## src/rtl/ps2_event_rx_pkg.sv

```systemverilog
// Shared PS/2 receiver types: prefix bytes, prefix FSM states and the event word.
package ps2_pkg;

  localparam logic [7:0] PS2_EXT = 8'hE0;
  localparam logic [7:0] PS2_BRK = 8'hF0;

  typedef enum logic [1:0] {IDLE, EXT, BRK, EXTBRK} prefix_state_t;

  typedef struct packed {
    logic       ext;
    logic       brk;
    logic [7:0] code;
  } ps2_event_t;

  // A frame is {stop, parity, data[7:0], start}; good when start=0, stop=1
  // and data plus parity carry an odd number of ones.
  function automatic logic frame_ok(input logic [10:0] frame);
    return (frame[0] == 1'b0) && (frame[10] == 1'b1) && (^frame[9:1] == 1'b1);
  endfunction

endpackage

```

## src/rtl/ps2_event_rx_sync_fifo.sv

```systemverilog
// First-word-fall-through FIFO; the head entry is held in an output register
// so the storage array is only ever read synchronously.
module sync_fifo #(
  parameter int DEPTH = 8,
  parameter int WIDTH = 10
) (
  input  logic                     clk,
  input  logic                     reset,
  input  logic                     wr_en,
  input  logic [WIDTH-1:0]         wr_data,
  input  logic                     rd_en,
  output logic [WIDTH-1:0]         rd_data,
  output logic                     valid,
  output logic [$clog2(DEPTH):0]   count,
  output logic                     drop
);

  localparam int AW = $clog2(DEPTH);

  logic [WIDTH-1:0] mem [DEPTH];
  logic [AW:0]      wr_ptr_reg, rd_ptr_reg, rd_ptr_next, wr_ptr_next;
  logic [AW:0]      count_reg, count_next;
  logic [WIDTH-1:0] head_reg;
  logic             full, empty, do_wr, do_rd;

  // Extra pointer MSB tells full (MSBs differ) from empty (pointers equal).
  assign empty = (wr_ptr_reg == rd_ptr_reg);
  assign full  = (wr_ptr_reg[AW] != rd_ptr_reg[AW]) &&
                 (wr_ptr_reg[AW-1:0] == rd_ptr_reg[AW-1:0]);
  assign do_rd = rd_en && !empty;
  // A same-cycle pop frees the slot, so a push to a full FIFO is still taken.
  assign do_wr = wr_en && (!full || do_rd);
  assign drop  = wr_en && full && !do_rd;

  // Next pointer and occupancy values shared by the registers below.
  always_comb begin
    wr_ptr_next = do_wr ? wr_ptr_reg + (AW+1)'(1) : wr_ptr_reg;
    rd_ptr_next = do_rd ? rd_ptr_reg + (AW+1)'(1) : rd_ptr_reg;
    count_next  = count_reg;
    if (do_wr && !do_rd)
      count_next = count_reg + (AW+1)'(1);
    else if (!do_wr && do_rd)
      count_next = count_reg - (AW+1)'(1);
  end

  // Storage array write port.
  always_ff @(posedge clk) begin
    if (do_wr)
      mem[wr_ptr_reg[AW-1:0]] <= wr_data;
  end

  // Pointers, occupancy and the registered head entry.
  always_ff @(posedge clk or posedge reset) begin
    if (reset) begin
      wr_ptr_reg <= '0;
      rd_ptr_reg <= '0;
      count_reg  <= '0;
      head_reg   <= '0;
    end else begin
      wr_ptr_reg <= wr_ptr_next;
      rd_ptr_reg <= rd_ptr_next;
      count_reg  <= count_next;
      if (count_next == '0)
        head_reg <= '0;
      else if (do_wr && (wr_ptr_reg == rd_ptr_next))
        head_reg <= wr_data;   // the entry being written becomes the head
      else
        head_reg <= mem[rd_ptr_next[AW-1:0]];
    end
  end

  assign rd_data = head_reg;
  assign valid   = (count_reg != '0);
  assign count   = count_reg;

endmodule

```

## src/rtl/ps2_event_rx.sv

```systemverilog
// PS/2 keyboard receiver: synchronises the line, collects 11-bit frames,
// folds E0/F0 prefixes into {ext, brk, code} events and queues them.
module ps2_event_rx
  import ps2_pkg::*;
#(
  parameter int DEPTH       = 8,
  parameter int SYNC_STAGES = 3,
  parameter int TIMEOUT     = 50000,
  parameter int ERR_W       = 8
) (
  input  logic                   clk,
  input  logic                   reset,
  input  logic                   ps2_clk,
  input  logic                   ps2_data,
  input  logic                   rd_en,
  output logic [9:0]             ev_data,
  output logic                   ev_valid,
  output logic [$clog2(DEPTH):0] fifo_count,
  output logic                   overflow,
  input  logic                   clr_ovf,
  output logic                   frame_err,
  output logic [ERR_W-1:0]       err_count
);

  localparam int TW = $clog2(TIMEOUT + 1);

  logic [SYNC_STAGES-1:0] clk_sync_reg, data_sync_reg;
  logic                   clk_prev_reg, fall, clk_s, data_s;
  logic [9:0]             shift_reg;
  logic [10:0]            frame;
  logic [3:0]             bit_cnt_reg;
  logic [TW-1:0]          idle_cnt_reg;
  logic                   frame_done, timeout, byte_good, byte_bad;
  logic [7:0]             code;

  prefix_state_t state_reg, state_next;
  ps2_event_t    push_data_reg, push_data_next;
  logic          push_reg, push_next, frame_err_reg, frame_err_next;
  logic          overflow_reg, fifo_drop;
  logic [ERR_W-1:0] err_count_reg;

  // Synchroniser chains; the line idles high, so stages reset to 1.
  for (genvar gi = 0; gi < SYNC_STAGES; gi++) begin : g_sync
    if (gi == 0) begin : g_first
      always_ff @(posedge clk or posedge reset) begin
        if (reset) begin
          clk_sync_reg[gi]  <= 1'b1;
          data_sync_reg[gi] <= 1'b1;
        end else begin
          clk_sync_reg[gi]  <= ps2_clk;
          data_sync_reg[gi] <= ps2_data;
        end
      end
    end else begin : g_rest
      always_ff @(posedge clk or posedge reset) begin
        if (reset) begin
          clk_sync_reg[gi]  <= 1'b1;
          data_sync_reg[gi] <= 1'b1;
        end else begin
          clk_sync_reg[gi]  <= clk_sync_reg[gi-1];
          data_sync_reg[gi] <= data_sync_reg[gi-1];
        end
      end
    end
  end

  assign clk_s      = clk_sync_reg[SYNC_STAGES-1];
  assign data_s     = data_sync_reg[SYNC_STAGES-1];
  assign fall       = clk_prev_reg && !clk_s;
  assign frame      = {data_s, shift_reg};
  assign frame_done = fall && (bit_cnt_reg == 4'd10);
  assign timeout    = !fall && (bit_cnt_reg != 4'd0) && (idle_cnt_reg == TW'(TIMEOUT));
  assign byte_good  = frame_done && frame_ok(frame);
  assign byte_bad   = frame_done && !frame_ok(frame);
  assign code       = frame[8:1];

  // Frame collection: shift LSB-first on each falling edge, abandon stale frames.
  always_ff @(posedge clk or posedge reset) begin
    if (reset) begin
      clk_prev_reg <= 1'b1;
      shift_reg    <= '0;
      bit_cnt_reg  <= '0;
      idle_cnt_reg <= '0;
    end else begin
      clk_prev_reg <= clk_s;
      if (fall) begin
        shift_reg    <= frame[10:1];
        idle_cnt_reg <= '0;
        bit_cnt_reg  <= frame_done ? 4'd0 : bit_cnt_reg + 4'd1;
      end else if (timeout) begin
        bit_cnt_reg  <= '0;
        idle_cnt_reg <= '0;
      end else if (bit_cnt_reg != 4'd0) begin
        idle_cnt_reg <= idle_cnt_reg + TW'(1);
      end
    end
  end

  // Prefix FSM: decide next state, event push and error pulse per received byte.
  always_comb begin
    state_next     = state_reg;
    push_next      = 1'b0;
    push_data_next = '0;
    frame_err_next = 1'b0;
    if (timeout || byte_bad) begin
      state_next     = IDLE;
      frame_err_next = 1'b1;
    end else if (byte_good) begin
      unique case (state_reg)
        IDLE: begin
          if (code == PS2_EXT)      state_next = EXT;
          else if (code == PS2_BRK) state_next = BRK;
          else begin
            push_next      = 1'b1;
            push_data_next = '{ext: 1'b0, brk: 1'b0, code: code};
          end
        end
        EXT: begin
          if (code == PS2_BRK)      state_next = EXTBRK;
          else if (code == PS2_EXT) state_next = EXT;
          else begin
            push_next      = 1'b1;
            push_data_next = '{ext: 1'b1, brk: 1'b0, code: code};
            state_next     = IDLE;
          end
        end
        BRK, EXTBRK: begin
          state_next = IDLE;
          // A prefix after F0 is a protocol error and is reported like a bad frame.
          if (code == PS2_EXT || code == PS2_BRK) frame_err_next = 1'b1;
          else begin
            push_next      = 1'b1;
            push_data_next = '{ext: (state_reg == EXTBRK), brk: 1'b1, code: code};
          end
        end
        default: state_next = IDLE;
      endcase
    end
  end

  // Prefix FSM state, registered push and error pulse.
  always_ff @(posedge clk or posedge reset) begin
    if (reset) begin
      state_reg     <= IDLE;
      push_reg      <= 1'b0;
      push_data_reg <= '0;
      frame_err_reg <= 1'b0;
    end else begin
      state_reg     <= state_next;
      push_reg      <= push_next;
      push_data_reg <= push_data_next;
      frame_err_reg <= frame_err_next;
    end
  end

  // Sticky overflow (a drop beats clear) and saturating error counter.
  always_ff @(posedge clk or posedge reset) begin
    if (reset) begin
      overflow_reg  <= 1'b0;
      err_count_reg <= '0;
    end else begin
      if (fifo_drop)    overflow_reg <= 1'b1;
      else if (clr_ovf) overflow_reg <= 1'b0;
      if (frame_err_reg && (err_count_reg != '1))
        err_count_reg <= err_count_reg + ERR_W'(1);
    end
  end

  sync_fifo #(.DEPTH(DEPTH), .WIDTH(10)) u_fifo (
    .clk     (clk),
    .reset   (reset),
    .wr_en   (push_reg),
    .wr_data (push_data_reg),
    .rd_en   (rd_en),
    .rd_data (ev_data),
    .valid   (ev_valid),
    .count   (fifo_count),
    .drop    (fifo_drop)
  );

  assign overflow  = overflow_reg;
  assign frame_err = frame_err_reg;
  assign err_count = err_count_reg;

endmodule

```

## config.mk

```make
export PLATFORM = sky130hd
export DESIGN_NAME = ps2_event_rx
export DESIGN_NICKNAME = d
export VERILOG_FILES = /design/src/rtl/ps2_event_rx_pkg.sv /design/src/rtl/ps2_event_rx_sync_fifo.sv /design/src/rtl/ps2_event_rx.sv
export SDC_FILE = /design/constraint.sdc
export NUM_CORES = 1
export LEC_CHECK = 0
export ABC_CLOCK_PERIOD_IN_PS = 4100
export CORE_MARGIN = 1.5
export CORE_UTILIZATION = 25
export DETAILED_ROUTE_END_ITERATION = 10
export GPL_TIMING_DRIVEN = 0
export PLACE_DENSITY = 0.37
export RECOVER_POWER = 100
export SLEW_MARGIN = 20
export SYNTH_ARGS = -nofsm -noshare
export SYNTH_HDL_FRONTEND = slang
export SYNTH_SLANG_ARGS = --single-unit
```

## constraint.sdc

```tcl
create_clock -name clk -period 4.1 [get_ports clk]
set_clock_uncertainty 0.15 [all_clocks]
set_input_delay 0.82 -clock clk [delete_from_list [all_inputs] [get_ports clk]]
set_output_delay 0.82 -clock clk [all_outputs]
set_load 0.01 [all_outputs]
```

After elaboration in Yosys (flattened, before gate mapping)
Memories as Yosys holds them, arrays and structs flattened.
Cells that the tools add are included.
Widths: inputs -> output; s select.
{"block": "totals", "ff_bits": 82, "latchBits": 0, "mem_bits_rw": 80, "mem_bits_ro": 0, "in_bits": 6, "out_inout_bits": 25, "mem_count": 1}
{"memory": "u_fifo.mem", "words": 8, "width": 10, "read_ports": 1, "rd_clocked_by_memory_dff": 0, "wr": 1, "line_no": "ps2_event_rx_sync_fifo.sv:20", "text": "logic [WIDTH-1:0] mem [DEPTH];"}
{"block": "classes", "n_addsub": 7, "multipliers": 0, "div_mod_pow": 0, "n_lt_le_gt_ge": 0, "eq_ne": 13, "shifts": 0, "muxes": 42, "n_bitwise": 1, "n_reduce_logical": 38}
{"cell": "$mux 10", "n": 7}
{"cell": "$mux 16", "n": 3}
{"cell": "$pmux 10 s3", "n": 1}
{"cell": "$mux 4", "n": 6}
{"cell": "$logic_and 1x1->1", "n": 17}
{"cell": "$add 16x1->16 const B", "n": 1}
{"cell": "$add 4x1->4 const B", "n": 4}
{"cell": "$eq 16x16->1 const B", "n": 1}
{"cell": "$eq 8x8->1 const B", "n": 2}
{"cell": "$mux 1", "n": 16}
{"cell": "$mux 8", "n": 2}
{"cell": "$mux 2", "n": 5}
{"cell": "$reduce_xor 9->1", "n": 1}
{"cell": "$add 8x1->8 const B", "n": 1}
{"cell": "$eq 4x4->1", "n": 2}
{"cell": "$ne 8x8->1 const B", "n": 1}
{"cell": "$reduce_bool 4->1", "n": 2}
{"cell": "$logic_not 1->1", "n": 7}
{"cell": "$pmux 2 s3", "n": 1}
{"cell": "$reduce_bool 2->1", "n": 3}
{"cell": "$eq 2x2->1 const B", "n": 2}
{"cell": "$eq 4x4->1 const B", "n": 1}
{"cell": "$logic_not 4->1", "n": 1}
{"cell": "$ne 4x4->1 const B", "n": 1}
{"cell": "11 further kinds", "n": 13}

Depth between registers and ports, before layout
Gate-level depths: netlist of the first run.
{"block": "logic_depth", "word_depth": 11, "ltp_mapped": 10, "mapped_depth_nobuf": 9}

Cells and area by module
From an unflattened synthesis of the first run, not the netlist that was laid out.
{"block": "hier_totals", "cells_unflattened": 731, "area_unflattened_um2": 8416.8}
{"mod": "sync_fifo", "n_inst": 1, "cells_per_inst": 473, "area_per_inst_um2": 5714.2, "seq_area_each_um2": 2952.8}
{"mod": "ps2_event_rx", "n_inst": 1, "cells_per_inst": 258, "area_per_inst_um2": 2702.6, "seq_area_each_um2": 1510.2}

Least setup slack after synthesis of the first run
OpenSTA, ideal clock, no wires.
{"block": "synth_path", "kind": "reg-to-reg", "from": "register u_fifo.wr_ptr_reg[1]", "to": "memory u_fifo.mem[0][0], enable pin", "arrival_ps": 2121, "required_ps": 3547, "setup_slack_ps": 1425, "stages_incl_launch_ff": 7, "path_buffers": 1, "cell_sequence": "dfrtp_1 buf_2 xnor2_2 nand3_2 nor3_1 nand2b_1 nor4_1"}
{"block": "synth_between", "elab_chain_len": 7, "elab_cells_between_ends": 10, "cone_classes": "2 x eq/ne; 2 x mux; 6 x reduce/logical"}
{"item": "from (decl)", "line_no": "ps2_event_rx_sync_fifo.sv:21", "text": "logic [AW:0] wr_ptr_reg, rd_ptr_reg, rd_ptr_next, wr_ptr_next;"}
{"item": "from (signal assigned)", "line_no": "ps2_event_rx_sync_fifo.sv:60", "text": "wr_ptr_reg <= wr_ptr_next;"}
{"item": "$eq 4x4->1 / $eq 3x3->1 (equally long branches)", "line_no": "ps2_event_rx_sync_fifo.sv:27, ps2_event_rx_sync_fifo.sv:29"}
{"item": "$logic_not 1->1 / $logic_and 1x1->1 (equally long branches)", "line_no": "ps2_event_rx_sync_fifo.sv:30, ps2_event_rx_sync_fifo.sv:28"}
{"item": "$logic_and 1x1->1 / $logic_not 1->1 (equally long branches)", "line_no": "ps2_event_rx_sync_fifo.sv:30, ps2_event_rx_sync_fifo.sv:32"}
{"item": "$logic_or 1x1->1", "line_no": "ps2_event_rx_sync_fifo.sv:32", "text": "assign do_wr = wr_en && (!full || do_rd);"}
{"item": "$logic_and 1x1->1", "line_no": "ps2_event_rx_sync_fifo.sv:32"}
{"item": "$mux 1", "line_no": "ps2_event_rx_sync_fifo.sv:48", "text": "if (do_wr)"}
{"item": "$mux 1 (not written as such)", "line_no": "ps2_event_rx_sync_fifo.sv:49", "text": "mem[wr_ptr_reg[AW-1:0]] <= wr_data;"}
{"item": "to (decl)", "line_no": "ps2_event_rx_sync_fifo.sv:20"}
Parallel ways exist; a longest one is shown, timed or not.

Worst setup path in the final report of the first run
{"block": "layout_path", "from": "input port rd_en", "to": "register u_fifo.head_reg[2] (netlist: u_fifo.rd_data[2])"}
{"block": "layout_between", "elab_chain_len": 9, "elab_cells_between_ends": 16, "cone_classes": "1 x eq/ne; 5 x mux; 9 x reduce/logical; 1 x memory"}
{"item": "from (decl)", "line_no": "ps2_event_rx.sv:15", "text": "input logic rd_en,"}
{"item": "$logic_and 1x1->1 *", "line_no": "ps2_event_rx_sync_fifo.sv:30", "text": "assign do_rd = rd_en && !empty;"}
{"item": "$logic_or 1x1->1", "line_no": "ps2_event_rx_sync_fifo.sv:32"}
{"item": "$logic_and 1x1->1", "line_no": "ps2_event_rx_sync_fifo.sv:32"}
{"item": "$logic_not 1->1", "line_no": "ps2_event_rx_sync_fifo.sv:42", "text": "else if (!do_wr && do_rd)"}
{"item": "$logic_and 1x1->1", "line_no": "ps2_event_rx_sync_fifo.sv:42"}
{"item": "$mux 4", "line_no": "ps2_event_rx_sync_fifo.sv:42"}
{"item": "$mux 4", "line_no": "ps2_event_rx_sync_fifo.sv:40", "text": "if (do_wr && !do_rd)"}
{"item": "$logic_not 4->1", "line_no": "ps2_event_rx_sync_fifo.sv:63", "text": "if (count_next == '0)"}
{"item": "$mux 10 *", "line_no": "ps2_event_rx_sync_fifo.sv:63"}
{"item": "to (signal assigned)", "line_no": "ps2_event_rx_sync_fifo.sv:66", "text": "head_reg <= wr_data;"}
{"item": "to (signal assigned)", "line_no": "ps2_event_rx_sync_fifo.sv:68", "text": "head_reg <= mem[rd_ptr_next[AW-1:0]];"}
{"item": "to (decl)", "line_no": "ps2_event_rx_sync_fifo.sv:23", "text": "logic [WIDTH-1:0] head_reg;"}
Every way passes the cells marked *; elsewhere a longest branch is shown, timed or not.
A chain may end at the register's enable or synchronous reset.

==> results.ini, run 1 <==
[status]
status = finished, final reports clean

[floorplan]
dieHeight_um = 179
placementRows = 64
die-area_um2 = 32100
coreArea_um2 = 30600
io_pins = 31
start_util = 0.253
die_w_um = 179

[timing]
finalWorstSetupSlack_ns = 0.659
period_needed_ns = 3.44
final-hold-violation-count = 0
fmax_mhz = 291
finalCritPeriodShare = 0.839
setup_viol = 0
worst_slew_pin_slew_ns = 1.44
rsz0062_at_grt = false
relSlewSlack = 0.0407
maxSlewViolCount = 0

[grt]
grt_use_met2 = 0.227
grt_max_degree = 59
antenna_found_initial = 0
use_met3 = 0.0261
grtUsageTotal = 0.131
grt_pass1_vias = 5221
grt_overflow = 0
top_usage_layer = met2
met1_usage = 0.164
grt_pass1_wl_um = 30800

[setup_path]
endpoint = u_fifo.rd_data[2]
r2r-end = u_fifo.rd_data[2]
required_ns = 4.23
rr_startpoint = u_fifo.wr_ptr_reg[1]
startpoint = rd_en
end_kind = flop
critPathMaxFanout = 10
start_kind = input pin
crit_type = input pin to flop
rrSetupSlack_ns = 0.73
r2r_cells = 8
arrival_ns = 3.57

[placement]
place_area_um2 = 8650
hpwl_um = 13800
io_buffers = 30
post-place-ws_ns = 0.244
dp.cells = 1058
globalplace.congestion = 0.777

[pwr]
p_sw_uw = 1880
power_switching_share = 0.349
seqPwrFrac = 0.364
peakVddDrop_v = 0.000202
power_density_nw_per_um2 = 591
total_power_uw = 5400
p_leak_uw = 0.00344
comb_power_share = 0.344
clkPwrFrac = 0.292
p_int_uw = 3520

[logic_synthesis]
synth_edf_count = 80
ys_seq_elements = 162
ys_top_cells_by_area = edfxtp_1 31%, dfrtp_1 24%, mux2_2 6.1%
yosysUniqueCellTypes = 52
yosysSeqAreaShare = 0.576
syn_inst = 625
ys.flop_type = edfxtp_1
synth_top_area_share = 0.310
async_flop_share = 0.506
avgSynthCellArea_um2 = 12.4
synth_top_area_cell = edfxtp_1
synth_fp_nets = 647
syn_area_um2 = 7750
ys_warn_count = 0

[run]
timing.max_cap.violations = 0

[clocking]
cts_buffers = 17
clock_latency_ns = 0.42
clockBufferDepth = 2
clockRootBuffer = clkbuf_16
hold_buffers = 0
post_cts_resized = 0
h-tree-depth = 4
cts_tree = yes
cts_sinks = 162
path_clk_slew_ns = 0.07
cts_setup_buffers = 0

[cells_and_area]
antennaDiodeCount = 0
fin_util = 0.299
seqCellArea_um2 = 4460
fillers = 3157
instances_no_fill = 1090
drive_gt1_frac = 0.148
layout.nets = 703
largest_reg_flops = 80
multi_input_area_um2 = 3030
final_common_cell = edfxtp_1
final_area_um2 = 9140
syn_to_final_growth_pct = 17.9
final_cell_mix = 80 x edfxtp_1, 75 x dfrtp_1, 46 x nand2_1

[drt]
vias = 5076
drt_iter0_markers = 301
drc_errors = 0
routedWlPerCell_um = 18.1
drtAntennaViolNets = 0
routed_via_density = 4.66
wirelength_um = 19700
first_pass_iters = 4

[hold_path]
hold_path.class = flop to flop

## Yosys cell counts, types with 2 or more instances
master     n
edfxtp_1  80
dfrtp_1   75
nand2_1   46
nor2_1    45
mux2_2    42
mux2i_1   42
inv_1     22
a32o_1    21
nor3_1    21
xnor2_1   21
o22ai_1   20
clkbuf_1  18
ha_1      16
buf_2     15
o21ai_0   15
or3_1     14
xor2_1    13
a21oi_1   11
o311a_1   10
nand3_1    9
nand4_1    8
dfstp_2    7
nor4_1     7
nand2b_1   5
and2_1     4
xnor2_2    4
or2_2      3
a31oi_1    2
a41oi_1    2
and3_1     2
nor2b_1    2
nor4bb_1   2
o21a_1     2
## cell type report
type | instances | area share
Buffer | 36 | 0.0171
Clock buffer | 22 | 0.0533
Clock inverter | 10 | 0.0104
Inverter | 22 | 0.00918
Multi-Input combinational cell | 405 | 0.331
Sequential cell | 162 | 0.488
Tap cell | 396 | 0.0542
Timing Repair Buffer | 37 | 0.0359
## critical path, stage by stage
cell and delay, ns:
dlygate4sd3_1 0.64, inv_1 0.11, a41o_1 0.20, buf_2 0.19, nand2b_1 0.15, o21ai_0 0.10, o2111ai_1 0.34, clkbuf_1 0.52
nor2_1 0.08, nor3_1 0.41
## metal layers
metal / vias to the layer above / part of all wire
met4: 0 / 0.011
met2: 78 / 0.51
li1: 2420 / -
met3: 18 / 0.030
met5: - / 0
met1: 2560 / 0.45
## worst min-delay path by stage
stage	start	end	slack [ns]	cells after the start
after floorplan	clk_sync_reg[1]	clk_s	0.20	0
after global placement	data_sync_reg[1]	data_s	0.20	0
after detailed placement	data_sync_reg[0]	data_sync_reg[1]	0.20	0
after CTS	data_sync_reg[1]	data_s	0.21	0
after global routing	data_sync_reg[0]	data_sync_reg[1]	0.21	0
final	data_sync_reg[1]	data_s	0.21	0
## cells by family (layout without fill, tap and decap cells)
logic type,count (synthesis),in the layout,synth area share
XOR/XNOR,40,40,0.0528
flip-flops,162,162,0.576
adder cells (fa/ha/maj),17,17,0.0271
AND/OR/NAND/NOR,173,173,0.109
AO/OA/AOI/OAI,91,91,0.0883
buffers and inverters,58,127,0.0312
multiplexers,84,84,0.115
## through the flow
step                      setup TNS [ns]  hold WS [ns]
after CTS                              0         0.208
after global routing                   0         0.211
after floorplan                        0         0.195
after detailed placement               0         0.197
final                                  0         0.206
after global placement            -46.81         0.197
## power by group through the flow
| stage | logic, uW | clock network, uW | registers [uW] |
|---|---|---|---|
| after floorplan | 1240 | 0 | 2000 |
| after global placement | 1930 | 0 | 1990 |
| after detailed placement | 1930 | 0 | 2000 |
| after CTS | 1950 | 1620 | 1970 |
| after global routing | 2030 | 1690 | 1990 |
| final | 1850 | 1580 | 1960 |
No activity file was read; power rests on OpenSTA's default activity.
==> inputs of run 2 (changes only) <==
--- a/config.mk
+++ b/config.mk
@@ -5,12 +5,12 @@
 export SDC_FILE = /design/constraint.sdc
 export NUM_CORES = 1
 export LEC_CHECK = 0
-export ABC_CLOCK_PERIOD_IN_PS = 4100
+export ABC_CLOCK_PERIOD_IN_PS = 2900
 export CORE_MARGIN = 1.5
 export CORE_UTILIZATION = 25
 export DETAILED_ROUTE_END_ITERATION = 10
 export GPL_TIMING_DRIVEN = 0
-export PLACE_DENSITY = 0.37
+export PLACE_DENSITY = 0.38
 export RECOVER_POWER = 100
 export SLEW_MARGIN = 20
 export SYNTH_ARGS = -nofsm -noshare
==> constraint.sdc (replaced) <==
create_clock -name clk -period 2.9 [get_ports clk]
set_clock_uncertainty 0.15 [all_clocks]
set_input_delay 0.58 -clock clk [delete_from_list [all_inputs] [get_ports clk]]
set_output_delay 0.58 -clock clk [all_outputs]
set_load 0.01 [all_outputs]
==> results.ini, run 2 (same netlist as run 1, synthesis figures left out) <==
[status]
status = finished, final reports clean

[pwr]
peakVddDrop_v = 0.000379  ; +87%
power_density_nw_per_um2 = 842  ; +43%
total_power_uw = 7860  ; +46%
p_leak_uw = 0.00356  ; +3.3%

[grt]
grt_pass1_vias = 5306  ; +1.6%
grt_pass1_wl_um = 30700  ; -0.14%
antenna_found_initial = 0  ; unchanged
grt_overflow = 0  ; unchanged
grt_max_degree = 50  ; -15%
grtUsageTotal = 0.132  ; +0.000907

[floorplan]
coreArea_um2 = 30600  ; unchanged
die_w_um = 179  ; unchanged
io_pins = 31  ; unchanged
placementRows = 64  ; unchanged
dieHeight_um = 179  ; unchanged
die-area_um2 = 32100  ; unchanged
start_util = 0.253  ; unchanged

[clocking]
clockRootBuffer = clkbuf_16
clock_latency_ns = 0.43  ; about the same
h-tree-depth = 4  ; unchanged
cts_buffers = 17  ; unchanged
cts_tree = yes
clockBufferDepth = 2  ; unchanged
cts_sinks = 162  ; unchanged
path_clk_slew_ns = 0.07  ; about the same

[setup_path]
end_kind = flop
arrival_ns = 2.98  ; -0.59 ns
critPathMaxFanout = 10  ; unchanged
crit_type = input pin to flop
required_ns = 3.08  ; -1.15 ns
start_kind = input pin

[cells_and_area]
final_common_cell = edfxtp_1
antennaDiodeCount = 0  ; unchanged
final_area_um2 = 9330  ; +2.2%
syn_to_final_growth_pct = 20.4
final_cell_mix = 80 x edfxtp_1, 75 x dfrtp_1, 45 x nand2_1
layout.nets = 703  ; unchanged
fillers = 3075  ; -2.6%
seqCellArea_um2 = 4460  ; unchanged
largest_reg_flops = 80  ; unchanged
multi_input_area_um2 = 3150  ; +4.0%
drive_gt1_frac = 0.197  ; +0.0490

[timing]
fmax_mhz = 357
rsz0062_at_grt = true
period_needed_ns = 2.80
final-hold-violation-count = 0  ; unchanged
worst_slew_pin_slew_ns = 1.14  ; -0.301 ns
maxSlewViolCount = 0  ; unchanged
tns_ns = 0  ; unchanged
setup_viol = 0  ; unchanged
hold_slack_ns = 0.209  ; +0.00304 ns
finalCritPeriodShare = 0.967
relSlewSlack = 0.240  ; +0.200

[drt]
routed_via_density = 4.63  ; -0.49%
drt_iter0_markers = 304  ; +1.0%
first_pass_iters = 4  ; unchanged
wirelength_um = 19800  ; +0.40%
drc_errors = 0  ; unchanged
drtAntennaViolNets = 0  ; unchanged
routedWlPerCell_um = 18.2  ; +0.40%
vias = 5051  ; -0.49%

[hold_path]
hold_path.class = flop to flop

[placement]
place_area_um2 = 8630  ; -0.23%
hpwl_um = 13800  ; -0.36%
globalplace.congestion = 0.770  ; -0.89%
io_buffers = 30  ; unchanged

[run]
timing.max_cap.violations = 0  ; unchanged

==> run 2: cell types whose count changed in the layout (fill, tap and decap cells not counted), sizes merged <==
cell,delta
inv,+7
clkinv,-3
buf,+3
clkinvlp,-2
clkbuf,-5
clkdlybuf4s50,+1
dlygate4sd3,-1
==> run 2: metrics by stage <==
step,setup slack (ns),cells,utilization
after detailed placement,-0.748,1057,0.282
after global placement,-1.56,1051,0.279
after floorplan,0.0731,625,-
after global routing,-0.0110,1090,0.305
final,0.0960,1090,0.305
after CTS,0.00708,1090,0.304
==> run 2: final cells by class <==
class,count,share of cell area
Tap cell,396,0.0531
Clock buffer,20,0.0524
Timing Repair Buffer,37,0.0394
Inverter,22,0.00885
Multi-Input combinational cell,405,0.337
Buffer,36,0.0189
Clock inverter,12,0.0119
Sequential cell,162,0.478
==> run 2: routing by layer <==
metal,vias up,part of all wire,global-route usage
met3,21,0.038,0.0257
met5,-,0,0
met2,90,0.50,0.225
met4,0,0.017,0.0441
met1,2517,0.45,0.165
li1,2423,-,-
==> run 2: final timing paths <==
| check | startpoint | endpoint | slack [ns] | cells past startpoint |
|---|---|---|---|---|
| setup / recovery | rd_en | u_fifo.rd_data[2] | 0.1 | 9 |
| hold / removal | clk_sync_reg[0] | clk_sync_reg[1] | 0.21 | 0 |
| setup reg to reg | u_fifo.rd_ptr_reg[0] | u_fifo.rd_data[2] | 0.12 | 8 |
| hold reg to reg | clk_sync_reg[0] | clk_sync_reg[1] | 0.21 | 0 |
| max in group asynchronous | reset | u_fifo.rd_data[6] | 1.07 | 3 |
| min in group asynchronous | reset | u_fifo.count[2] | 0.75 | 2 |
==> run 2: worst max-delay path, stage by stage <==
cell             delay [ns]
clkdlybuf4s50_1        0.57
inv_1                  0.12
a41oi_2                0.25
nand2_1                0.14
xor2_1                 0.17
clkbuf_1               0.29
or3_1                  0.50
o311a_1                0.16
nor3_2                 0.21
==> run 2: power by group <==
part	internal [uW]	switching [uW]
clock	1320	967
sequential	2610	168
combinational	1160	1630
total	5100	2760
==> run 2: timing repair <==
item,CTS,global route
hold buffers,0,0
setup buffers,1,0
pin swaps,2,0
endpoints found under the setup margin,20,38
gates resized for setup,13,11
